### src/rtl/fnd_scan_ctrl.sv
// fnd_scan_ctrl: multiplexed N-digit 7-segment scan controller.
// It divides the system clock down to a per-digit scan tick and steps a
// one-hot digit select. Each digit's nibble is encoded to a segment font.
// Display data is snapshotted at the start of every frame so that input
// changes never tear a frame. The controller also supports per-digit
// decimal point and blanking, optional leading-zero suppression, and
// configurable output polarity.
module fnd_scan_ctrl #(
    parameter int DIGITS         = 4,
    parameter int CLK_HZ         = 100_000_000,
    parameter int SCAN_HZ        = 1000,
    parameter int SEL_ACTIVE_LOW = 1,
    parameter int SEG_ACTIVE_LOW = 1,
    parameter int BLANK_LZ       = 0
) (
    input  logic                clk,
    input  logic                reset,
    input  logic                i_enable,
    input  logic [4*DIGITS-1:0] i_digits,
    input  logic [DIGITS-1:0]   i_dp,
    input  logic [DIGITS-1:0]   i_blank,
    output logic [DIGITS-1:0]   o_fndselect,
    output logic [7:0]          o_fndfont,
    output logic                o_frame_start
);

    localparam int unsigned DIV   = CLK_HZ / SCAN_HZ;
    localparam int unsigned CNT_W = $clog2(DIV);
    localparam int unsigned IDX_W = $clog2(DIGITS);

    localparam logic [CNT_W-1:0]  CNT_LAST = CNT_W'(DIV - 1);
    localparam logic [IDX_W-1:0]  IDX_LAST = IDX_W'(DIGITS - 1);
    localparam logic [DIGITS-1:0] SEL_OFF  = (SEL_ACTIVE_LOW != 0) ? {DIGITS{1'b1}} : {DIGITS{1'b0}};
    localparam logic [7:0]        FONT_OFF = (SEG_ACTIVE_LOW != 0) ? 8'hFF : 8'h00;

    // Active-high {g,f,e,d,c,b,a} pattern for one hex nibble
    function automatic logic [6:0] hex_font(input logic [3:0] nib);
        logic [6:0] seg;
        case (nib)
            4'h0:    seg = 7'h3F;
            4'h1:    seg = 7'h06;
            4'h2:    seg = 7'h5B;
            4'h3:    seg = 7'h4F;
            4'h4:    seg = 7'h66;
            4'h5:    seg = 7'h6D;
            4'h6:    seg = 7'h7D;
            4'h7:    seg = 7'h07;
            4'h8:    seg = 7'h7F;
            4'h9:    seg = 7'h6F;
            4'hA:    seg = 7'h77;
            4'hB:    seg = 7'h7C;
            4'hC:    seg = 7'h39;
            4'hD:    seg = 7'h5E;
            4'hE:    seg = 7'h79;
            default: seg = 7'h71;
        endcase
        return seg;
    endfunction

    logic [CNT_W-1:0]    r_prescale;
    logic [IDX_W-1:0]    r_idx;
    logic [4*DIGITS-1:0] r_snap_digits;
    logic [DIGITS-1:0]   r_snap_dp;
    logic [DIGITS-1:0]   r_snap_blank;
    logic [DIGITS-1:0]   r_sel;
    logic [7:0]          r_font;
    logic                r_frame_start;

    logic                w_tick;
    logic                w_first;
    logic [4*DIGITS-1:0] w_cur_digits;
    logic [DIGITS-1:0]   w_cur_dp;
    logic [DIGITS-1:0]   w_cur_blank;
    logic                w_upper_zero;
    logic [3:0]          w_nib;
    logic                w_dp;
    logic                w_blk;
    logic                w_lz;
    logic [7:0]          w_byte;
    logic [7:0]          w_font_drive;
    logic [DIGITS-1:0]   w_onehot;
    logic [DIGITS-1:0]   w_sel_drive;

    assign w_tick  = i_enable && (r_prescale == CNT_LAST);
    assign w_first = (r_idx == '0);

    // Digit 0 is driven on the same edge that captures the snapshot, so that
    // digit reads straight from the inputs; later digits read the snapshot.
    always_comb begin
        w_cur_digits = w_first ? i_digits : r_snap_digits;
        w_cur_dp     = w_first ? i_dp     : r_snap_dp;
        w_cur_blank  = w_first ? i_blank  : r_snap_blank;
    end

    // Select the current digit's data and work out leading-zero suppression
    // by scanning from the most significant digit downwards.
    always_comb begin
        w_nib        = '0;
        w_dp         = 1'b0;
        w_blk        = 1'b0;
        w_lz         = 1'b0;
        w_upper_zero = 1'b1;
        w_onehot     = '0;
        for (int unsigned j = 0; j < DIGITS; j++) begin
            if (w_cur_digits[4*(DIGITS-1-j) +: 4] != 4'h0) begin
                w_upper_zero = 1'b0;
            end
            if (r_idx == IDX_W'(DIGITS-1-j)) begin
                w_nib = w_cur_digits[4*(DIGITS-1-j) +: 4];
                w_dp  = w_cur_dp[DIGITS-1-j];
                w_blk = w_cur_blank[DIGITS-1-j];
                w_lz  = (BLANK_LZ != 0) && (DIGITS-1-j != 0) && w_upper_zero;
            end
        end
        for (int unsigned j = 0; j < DIGITS; j++) begin
            w_onehot[j] = (r_idx == IDX_W'(j));
        end
    end

    // Build the font byte and select word in output polarity
    always_comb begin
        w_byte       = (w_blk || w_lz) ? 8'h00 : {w_dp, hex_font(w_nib)};
        w_font_drive = (SEG_ACTIVE_LOW != 0) ? ~w_byte : w_byte;
        w_sel_drive  = (SEL_ACTIVE_LOW != 0) ? ~w_onehot : w_onehot;
    end

    // Scan-rate prescaler: runs only while enabled, restarts from zero otherwise
    always_ff @(posedge clk or posedge reset) begin
        if (reset) begin
            r_prescale <= '0;
        end else if (!i_enable || (r_prescale == CNT_LAST)) begin
            r_prescale <= '0;
        end else begin
            r_prescale <= r_prescale + 1'b1;
        end
    end

    // Digit index and frame snapshot advance on each scan tick
    always_ff @(posedge clk or posedge reset) begin
        if (reset) begin
            r_idx         <= '0;
            r_snap_digits <= '0;
            r_snap_dp     <= '0;
            r_snap_blank  <= '0;
        end else if (w_tick) begin
            r_idx <= (r_idx == IDX_LAST) ? '0 : r_idx + 1'b1;
            if (w_first) begin
                r_snap_digits <= i_digits;
                r_snap_dp     <= i_dp;
                r_snap_blank  <= i_blank;
            end
        end
    end

    // Registered pin drive: select and font always update on the same edge
    always_ff @(posedge clk or posedge reset) begin
        if (reset) begin
            r_sel         <= SEL_OFF;
            r_font        <= FONT_OFF;
            r_frame_start <= 1'b0;
        end else if (!i_enable) begin
            r_sel         <= SEL_OFF;
            r_font        <= FONT_OFF;
            r_frame_start <= 1'b0;
        end else if (w_tick) begin
            r_sel         <= w_sel_drive;
            r_font        <= w_font_drive;
            r_frame_start <= w_first;
        end else begin
            r_frame_start <= 1'b0;
        end
    end

    assign o_fndselect   = r_sel;
    assign o_fndfont     = r_font;
    assign o_frame_start = r_frame_start;

endmodule

### config.mk
export PLATFORM = sky130hd
export DESIGN_NAME = fnd_scan_ctrl
export DESIGN_NICKNAME = d
export VERILOG_FILES = /design/src/rtl/fnd_scan_ctrl.sv
export SDC_FILE = /design/constraint.sdc
export NUM_CORES = 1
export LEC_CHECK = 0
export CAP_MARGIN = 10
export CORE_MARGIN = 3
export CORE_UTILIZATION = 36
export CTS_BUF_LIST = sky130_fd_sc_hd__clkbuf_4 sky130_fd_sc_hd__clkbuf_8
export DETAILED_ROUTE_END_ITERATION = 10
export DONT_BUFFER_PORTS = 1
export SYNTH_ARGS = -nofsm -noshare
export SYNTH_HDL_FRONTEND = slang
export SYNTH_SLANG_ARGS = --single-unit
export TNS_END_PERCENT = 5
### constraint.sdc
create_clock -name clk -period 5.1 [get_ports clk]
set_input_delay 0.51 -clock clk [delete_from_list [all_inputs] [get_ports clk]]
set_output_delay 0.51 -clock clk [all_outputs]
set_load 0.02 [all_outputs]
; Word-level counts from Yosys, hierarchy flattened
; Memory sizes are Yosys's and may differ from the RTL's.
; Cells that the tools add are included.
[word_totals]
ff_bits = 56
wordCells = 46
romBits = 112
out_inout_bits = 13
mem_count = 1
[mem_list]
columns = name, depth, word_bits, rd, rd_clocked_by_memory_dff, write_ports, line
row1 = (name not given), 16, 7, 1, 0, 0, 39  ; case (nib)
[classes]
bitwise_logic = 2
reduce_logical = 4
mux = 24
n_eq_ne = 5
addsub = 2
[ops]
columns = operator, count
row1 = 2-to-1 mux 4 bit, 8
row2 = 2-to-1 mux 8 bit, 3
row3 = adder 17 x 1 -> 17 bit (second input constant), 1
row4 = equality test 17 bit (second input constant), 1
row5 = 2-to-1 mux 17 bit, 1
row6 = 2-to-1 mux 16 bit, 1
row7 = 2-to-1 mux 1 bit, 10
row8 = inverter 8 bit, 1
row9 = equality test 2 bit (second input constant), 2
row10 = inverter 4 bit, 1
row11 = adder 2 x 1 -> 2 bit (second input constant), 1
row12 = equality test 2 x 1 -> 1 bit (second input constant), 1
row13 = logical NOT 2 bit, 1
row14 = 2-to-1 mux 2 bit, 1
row15 = inequality test 2 x 1 -> 1 bit (second input constant), 1
row16 = logical AND 1 bit, 1
row17 = logical NOT 1 bit, 1
row18 = logical OR 1 bit, 1

; Logic depth before layout (Yosys ltp)
; An unclocked memory read counts as a cell.
[depth]
ltp_word = 11
ltp_mapped = 12
depth_no_buf = 11

; Worst setup path after synthesis
; OpenSTA, ideal clock, no wires.
[synth_path]
path_kind = register to register
startpoint = register r_idx[0]
endpoint = register r_font[3], in the netlist o_fndfont[3]
setup_time_ps = 86
n_path_buf = 1
setup_slack_ps = 2357
stages_incl_launch_ff = 12
period_less_slack_ps = 2743
t_arrival_ps = 2657
cell_sequence = dfrtp_1 -> inv_1 -> ha_1 -> buf_1 -> mux2_2 -> a221oi_1 -> or2_2 -> inv_1 -> ha_1 -> a211o_1 -> o22ai_1 -> a21oi_2
[synth_via]
elab_chain_cells = 11
[synth_lines]
columns = item, line
row1 = start: declaration, 61  ; logic [IDX_W-1:0] r_idx;
row2 = start signal: assignment, 146  ; r_idx <= (r_idx == IDX_LAST) ? '0 : r_idx + 1'b1;
row3 = logical NOT 2 bit, "85, 108"
row4 = 2-to-1 mux 16 bit, -
row5 = 2-to-1 mux 4 bit (4 in series), 108  ; if (r_idx == IDX_W'(DIGITS-1-j)) begin
row6 = memory (16 x 7 bit), -
row7 = 2-to-1 mux 8 bit (*), 122  ; w_byte = (w_blk || w_lz) ? 8'h00 : {w_dp, hex_font(w_nib)};
row8 = inverter 8 bit (*), 123  ; w_font_drive = (SEG_ACTIVE_LOW != 0) ? ~w_byte : w_byte;
row9 = 2-to-1 mux 8 bit (*), 165  ; end else if (w_tick) begin
row10 = 2-to-1 mux 8 bit (*), 161  ; end else if (!i_enable) begin
row11 = end signal: assignment, 167  ; r_font <= w_font_drive;
row12 = end: declaration, 66  ; logic [7:0] r_font;
; Every way passes the cells marked *; elsewhere a longest branch is shown, timed or not. The select of a mux whose other input is x is not followed.
; A chain may end at the register's enable or synchronous reset.

; Worst setup path in the final report
[layout_path]
startpoint = register r_idx[1]
endpoint = register r_font[3], in the netlist o_fndfont[3]
; Same word-level chain as after synthesis.

==> run summary <==
Run status -> finished clean
Most frequent standard cell in the layout excluding fill and tap cells -> dfrtp_1
CP startpoint kind -> flop
Final cell utilization of the core -> 0.402
Final Routed Wirelength -> 5.51 mm
Total number of placement rows -> 31
Dominant combinational cell family by area after synthesis -> simple AND/OR/NAND/NOR gates
Post-synthesis async set-or-reset flop share -> 1.00
Number of buffers inserted by hold repair at cts -> 0
Share of synthesized area spent on multiplexers -> 0.107
Global-route total usage across every layer -> 0.134
Final worst clock skew -> 0.00854 ns
Synth cell types -> 58
Number of CTS-inserted buffers -> 5
Post-route DRC -> 0
Post-layout power -> 715 uW
Number of pins with negative max-slew slack in the final report -> 0
Clock period minus worst slack -> 3.14 ns
Classification of the worst-slack hold path -> in -> async
Critical path peak fanout -> 21
# resized after CTS -> 0
Flop and latch count out of synthesis -> 50
Count of pins on the block boundary -> 40
Buffers inserted during post-CTS setup optimization -> 0
Core Box Area -> 0.00741 mm^2
Average instance area after synthesis -> 10.7 um^2
Multi-input logic area -> 0.00143 mm^2
Area share of and/or/nand/nor cells after synthesis -> 0.205
Commonest cells after routing, fill and taps aside -> 38 x dfrtp_1, 26 x nor2_1, 23 x mux2_2
Required time of the critical path -> 5.33 ns
1st-pass router iterations -> 4
Number of violations of the max-capacitance limit -> 0
Crit path arrival time -> 3.36 ns
Final setup violation count -> 0
Maximum number of pins on one net before global-route repair -> 51
Clock tree from TritonCTS -> yes
Number of filler instances in the final layout -> 722
Headroom to the max-slew limit -> 0.465
Netlist Area Pre-Place -> 0.00280 mm^2
Maximum VDD drop -> 0.000143 V
GR Overflow Total -> 0
Initial standard-cell utilization of the core -> 0.378
Cells on worst reg2reg path -> 10
Worst Hold Margin -> 0.251 ns
Width of the chip -> 94.3 um
Number of buffers on the longest clock path -> 2
Clock-pin slew on the worst setup and hold paths -> 0.09 ns
Category of the critical setup timing path -> reg -> reg
Number of sinks handled by clock tree synthesis -> 50
Sequential-to-total area share from yosys stat -> 0.452
Count of port buffers added during placement -> 0
Gate count of the mapped netlist -> 262
Worst reg2reg path endpoint -> o_fndfont[3]
N_diodes -> 0
Most used flip-flop cell after synthesis -> dfrtp_1
GP Congestion -> 0.825
Cell Pwr Density -> 240 mW/mm^2
Net count of the mapped netlist -> 300
Yosys warns -> 0
Pin slew with the least headroom to its limit -> 0.802 ns
Clock insertion delay at the later pin of the skew report -> 0.30 ns
Count of H-tree levels built during CTS -> 2
Die area -> 0.00888 mm^2
R2r setup slk -> 1.96 ns
Maximum frequency from static timing analysis -> 0.319 GHz
RSZ-0062 raised after global routing -> no
Average wire per cell in the routed design -> 15.4 um
Area fraction in compound gates after synthesis -> 0.108
Antenna violations before repair -> 0
Crit end category -> flop
Share of the synthesized netlist area taken by xor and xnor gates -> 0.0406
Launch instance of the worst register-to-register path -> r_idx[1]
Crit share post-route -> 0.615
Post-synthesis adder-cell area fraction -> 0.0491
Number of global-route vias before repair -> 1936
DR vias/cell -> 5.23
Leakage Power -> 0.00134 uW
Number of DRC markers in iteration 0 -> 170
Register area -> 0.00127 mm^2
Layout net count -> 297
Final Hold Violating Endpoints -> 0
DR vias -> 1876
Height of the chip -> 94.3 um
Post-synthesis to final-layout area growth -> 6.16%
Post-synth EDFFs -> 0
Share of cells above drive strength 1 -> 0.231
Buffer cell driving the clock tree root -> clkbuf_8
Detailed placer's ending HPWL -> 4.11 mm
TNS Setup -> 0 ns
Wire length of the first global-routing pass -> 9.46 mm
Final antenna-violating net count -> 0
-- layer usage --
layer	part of all wire	vias up	track usage	wire (um)
met4	0.0031	0	0.0253	17
met1	0.49	904	0.184	2700
met3	0.077	2	0.0609	422
li1	-	930	-	-
met2	0.43	40	0.197	2380
met5	0	-	0	0
-- layout make-up --
type                    instances  share of cell area
inverters                      10              0.0126
flip-flops and latches         50               0.425
multi-input cells             191               0.480
repair buffers                  1             0.00252
well taps                      99              0.0416
clock buffers                   5              0.0231
clock inverters                 3              0.0151
-- cell families (layout without fill, tap and decap cells) --
group           Yosys count  after routing
mux                      27             27
fa+ha+maj                11             11
compound gates           40             40
simple gates            100            100
flops                    50             50
buf+inv                  21             19
xor+xnor                 13             13
-- how the worst max path moves through the flow --
| stage | cells past startpoint | end | from |
|---|---|---|---|
| floorplan | 11 | o_fndfont[3] | r_idx[0] |
| global placement | 10 | o_fndfont[3] | r_idx[0] |
| detailed placement | 10 | o_fndfont[3] | r_idx[0] |
| CTS | 10 | o_fndfont[3] | r_idx[0] |
| global route | 10 | o_fndfont[3] | r_idx[0] |
| finish | 10 | o_fndfont[3] | r_idx[1] |
-- where the power goes --
group	internal, uW	switching [uW]
combinational	12.5	25.3
clock	146	131
sequential	399	1.74
-- cells in the mapped netlist, types with 5 or more instances --
cell      number  area [um^2]
dfrtp_1       38          951
nand2_1       18         67.6
a21oi_1        5         25.0
and3_1         8         50.1
dfstp_2       12          315
inv_1         10         37.5
o211ai_1       5         37.5
ha_1          11          138
xnor2_1        6         52.6
o21ai_0        6         30.0
nor2_1        26         97.6
mux2_2        23          259
xor2_1         7         61.3
nand3_1       10         50.1
-- worst max-delay path, cell delays in order, from the launching register on --
cell      delay, ns
dfrtp_1        0.42
inv_1          0.10
ha_1           0.68
mux2_2         0.42
a221oi_1       0.39
or2_2          0.23
inv_1          0.08
ha_1           0.21
a211o_1        0.26
o22ai_1        0.18
a21oi_2        0.08
-- stage by stage --
stage	setup slack, ns	instances	instance area (um^2)
global route	1.67	359	2980
global placement	2.06	351	2860
CTS	1.95	359	2980
floorplan	2.36	262	2800
detailed placement	1.95	351	2860
finish	1.96	359	2980
-- registers in the layout (all words and copies together) (netlist names) --
name           cells
r_prescale        17
r_snap_blank       3
o_fndfont          8
r_snap_dp          3
o_frame_start      1
r_snap_digits     12
r_idx              2
o_fndselect        4
Power figures use the tool's default switching activity.
==> edit: new RTL, same flow settings <==
Add an input register stage for `i_enable`, `i_digits`, `i_dp` and `i_blank`, without a reset; this delays them by one clock.
--- a/src/rtl/fnd_scan_ctrl.sv
+++ b/src/rtl/fnd_scan_ctrl.sv
@@ -33,4 +33,16 @@
     localparam logic [DIGITS-1:0] SEL_OFF  = (SEL_ACTIVE_LOW != 0) ? {DIGITS{1'b1}} : {DIGITS{1'b0}};
     localparam logic [7:0]        FONT_OFF = (SEG_ACTIVE_LOW != 0) ? 8'hFF : 8'h00;
+
+    logic i_enable_q;
+    logic [4*DIGITS-1:0] i_digits_q;
+    logic [DIGITS-1:0] i_dp_q;
+    logic [DIGITS-1:0] i_blank_q;
+
+    always_ff @(posedge clk) begin
+        i_enable_q <= i_enable;
+        i_digits_q <= i_digits;
+        i_dp_q     <= i_dp;
+        i_blank_q  <= i_blank;
+    end
 
     // Active-high {g,f,e,d,c,b,a} pattern for one hex nibble
@@ -82,5 +94,5 @@
     logic [DIGITS-1:0]   w_sel_drive;
 
-    assign w_tick  = i_enable && (r_prescale == CNT_LAST);
+    assign w_tick  = i_enable_q && (r_prescale == CNT_LAST);
     assign w_first = (r_idx == '0);
 
@@ -88,7 +100,7 @@
     // digit reads straight from the inputs; later digits read the snapshot.
     always_comb begin
-        w_cur_digits = w_first ? i_digits : r_snap_digits;
-        w_cur_dp     = w_first ? i_dp     : r_snap_dp;
-        w_cur_blank  = w_first ? i_blank  : r_snap_blank;
+        w_cur_digits = w_first ? i_digits_q : r_snap_digits;
+        w_cur_dp     = w_first ? i_dp_q   : r_snap_dp;
+        w_cur_blank  = w_first ? i_blank_q : r_snap_blank;
     end
 
@@ -129,5 +141,5 @@
         if (reset) begin
             r_prescale <= '0;
-        end else if (!i_enable || (r_prescale == CNT_LAST)) begin
+        end else if (!i_enable_q || (r_prescale == CNT_LAST)) begin
             r_prescale <= '0;
         end else begin
@@ -146,7 +158,7 @@
             r_idx <= (r_idx == IDX_LAST) ? '0 : r_idx + 1'b1;
             if (w_first) begin
-                r_snap_digits <= i_digits;
-                r_snap_dp     <= i_dp;
-                r_snap_blank  <= i_blank;
+                r_snap_digits <= i_digits_q;
+                r_snap_dp     <= i_dp_q;
+                r_snap_blank  <= i_blank_q;
             end
         end
@@ -159,5 +171,5 @@
             r_font        <= FONT_OFF;
             r_frame_start <= 1'b0;
-        end else if (!i_enable) begin
+        end else if (!i_enable_q) begin
             r_sel         <= SEL_OFF;
             r_font        <= FONT_OFF;
Formal check against the unedited RTL: no difference found for any inputs over 10 cycles, from zero or initial values and one cycle with reset high; that may be too few to reach the edited logic, so the function may still have changed.
==> edit against the original RTL <==
Area after synthesis increased by 14%; routed wire length rose by 12%; total power is 49% higher; critical path depth stayed put; setup slack improved by 0.13 ns; sequential cell count is 25 higher; cell area up 16%; non-clock buffer count stayed put; clock skew shrank 0.00070 ns; critical endpoint is now o_fndfont[1].
==> edit: results (changes against the original RTL) <==
Place
  – Final GP Congestion: 0.766 (was 0.825)
  – Post-detailed-placement cell area: 0.00328 sq mm (was 0.00286 sq mm)
  – Pre-CTS setup slack: 2.10 ns (was 1.95 ns)
  – Number of placed instances, taps included: 366 (was 351)

Routing
  – Detailed route wirelength on metal2: 2850 um (was 2380 um)
  – Average wire per standard cell: 16.2 um (was 15.4 um)
  – Number of violations reported at the end of detailed-routing iteration 0: 98 (was 170)
  – Met3 WL post-DR: 281 um (was 422 um)
  – Total vias in the final route: 1,964 (was 1,876)

Min path
  – Min-delay worst type: primary input to flip-flop (was primary input to asynchronous set/reset pin)

Worst setup path
  – Critical path arrival: 3.29 ns (was 3.36 ns)
  – Largest fanout of any net on the critical path: 15 (was 21)
  – Reg2reg end: o_fndfont[1] (was o_fndfont[3])
  – Launch point of the worst reg-to-reg path: r_idx[0] (was r_idx[1])

GRT
  – First-pass GRT wire length: 10,300 um (was 9460 um)
  – Total track usage: 0.135 (was 0.134)
  – GR met3 Demand/Resource: 0.0479 (was 0.0609)

CTS
  – Total clock buffers created by CTS: 9 (was 5)

Power
  – Total combinational power: 0.0351 mW (was 0.0378 mW)
  – Worst VDD drop: 0.000204 V (was 0.000143 V)
  – Combinational Power Share: 0.033 (was 0.053)

Timing
  – Post-route worst hold slack: 0.178 ns (was 0.251 ns)

Finish
  – Net count, final: 310 (was 297)
  – Proportion of layout cells with a drive suffix above 1: 0.213 (was 0.231)

Logic synthesis
  – Top cells by area in the synthesized netlist: sky130_fd_sc_hd__dfrtp_1 30%, sky130_fd_sc_hd__dfxtp_1 16%, sky130_fd_sc_hd__dfstp_2 9.9% (was sky130_fd_sc_hd__dfrtp_1 34%, sky130_fd_sc_hd__dfstp_2 11%, sky130_fd_sc_hd__mux2_2 9.2%)
  – Post-synthesis share of cell area spent on xor and xnor gates: 0.0356 (was 0.0406)
  – Most frequent cells after synthesis: 38 x sky130_fd_sc_hd__dfrtp_1, 32 x sky130_fd_sc_hd__nor2_1, 25 x sky130_fd_sc_hd__dfxtp_1 (was 38 x sky130_fd_sc_hd__dfrtp_1, 26 x sky130_fd_sc_hd__nor2_1, 23 x sky130_fd_sc_hd__mux2_2)
  – Unique masters post-synth: 53 (was 58)
  – Share of the synthesized area in compound gates (AO/OA/AOI/OAI): 0.0994 (was 0.108)

Outcome
  – Run status: finished, final reports clean (unchanged)
[edit: cell count changes in the layout (fill, tap and decap cells not counted), moves of 6 or more]
cell / delta
sky130_fd_sc_hd__mux2_2: -16
sky130_fd_sc_hd__mux2_4: +13
sky130_fd_sc_hd__dfxtp_1: +25
sky130_fd_sc_hd__a21oi_1: +7
sky130_fd_sc_hd__nor2_1: +6
[edit: how the worst max path moves through the flow]
stage              from  cells past startpoint      endpoint
3_5_place_dp   r_idx[0]                     10  o_fndfont[1]
3_3_place_gp   r_idx[0]                     10  o_fndfont[1]
4_1_cts        r_idx[0]                     10  o_fndfont[1]
6_report       r_idx[0]                     10  o_fndfont[1]
5_1_grt        r_idx[0]                     10  o_fndfont[1]
2_1_floorplan  r_idx[0]                     11  o_fndfont[1]
[edit: final cells by class]
class | instances | area (sq um)
multi-input combinational | 175 | 1340
inverter | 10 | 37.5
clock inverter | 6 | 46.3
timing repair buffer | 1 | 7.51
tap | 105 | 131
fill | 810 | 4960
clock buffer | 10 | 138
sequential | 75 | 1770
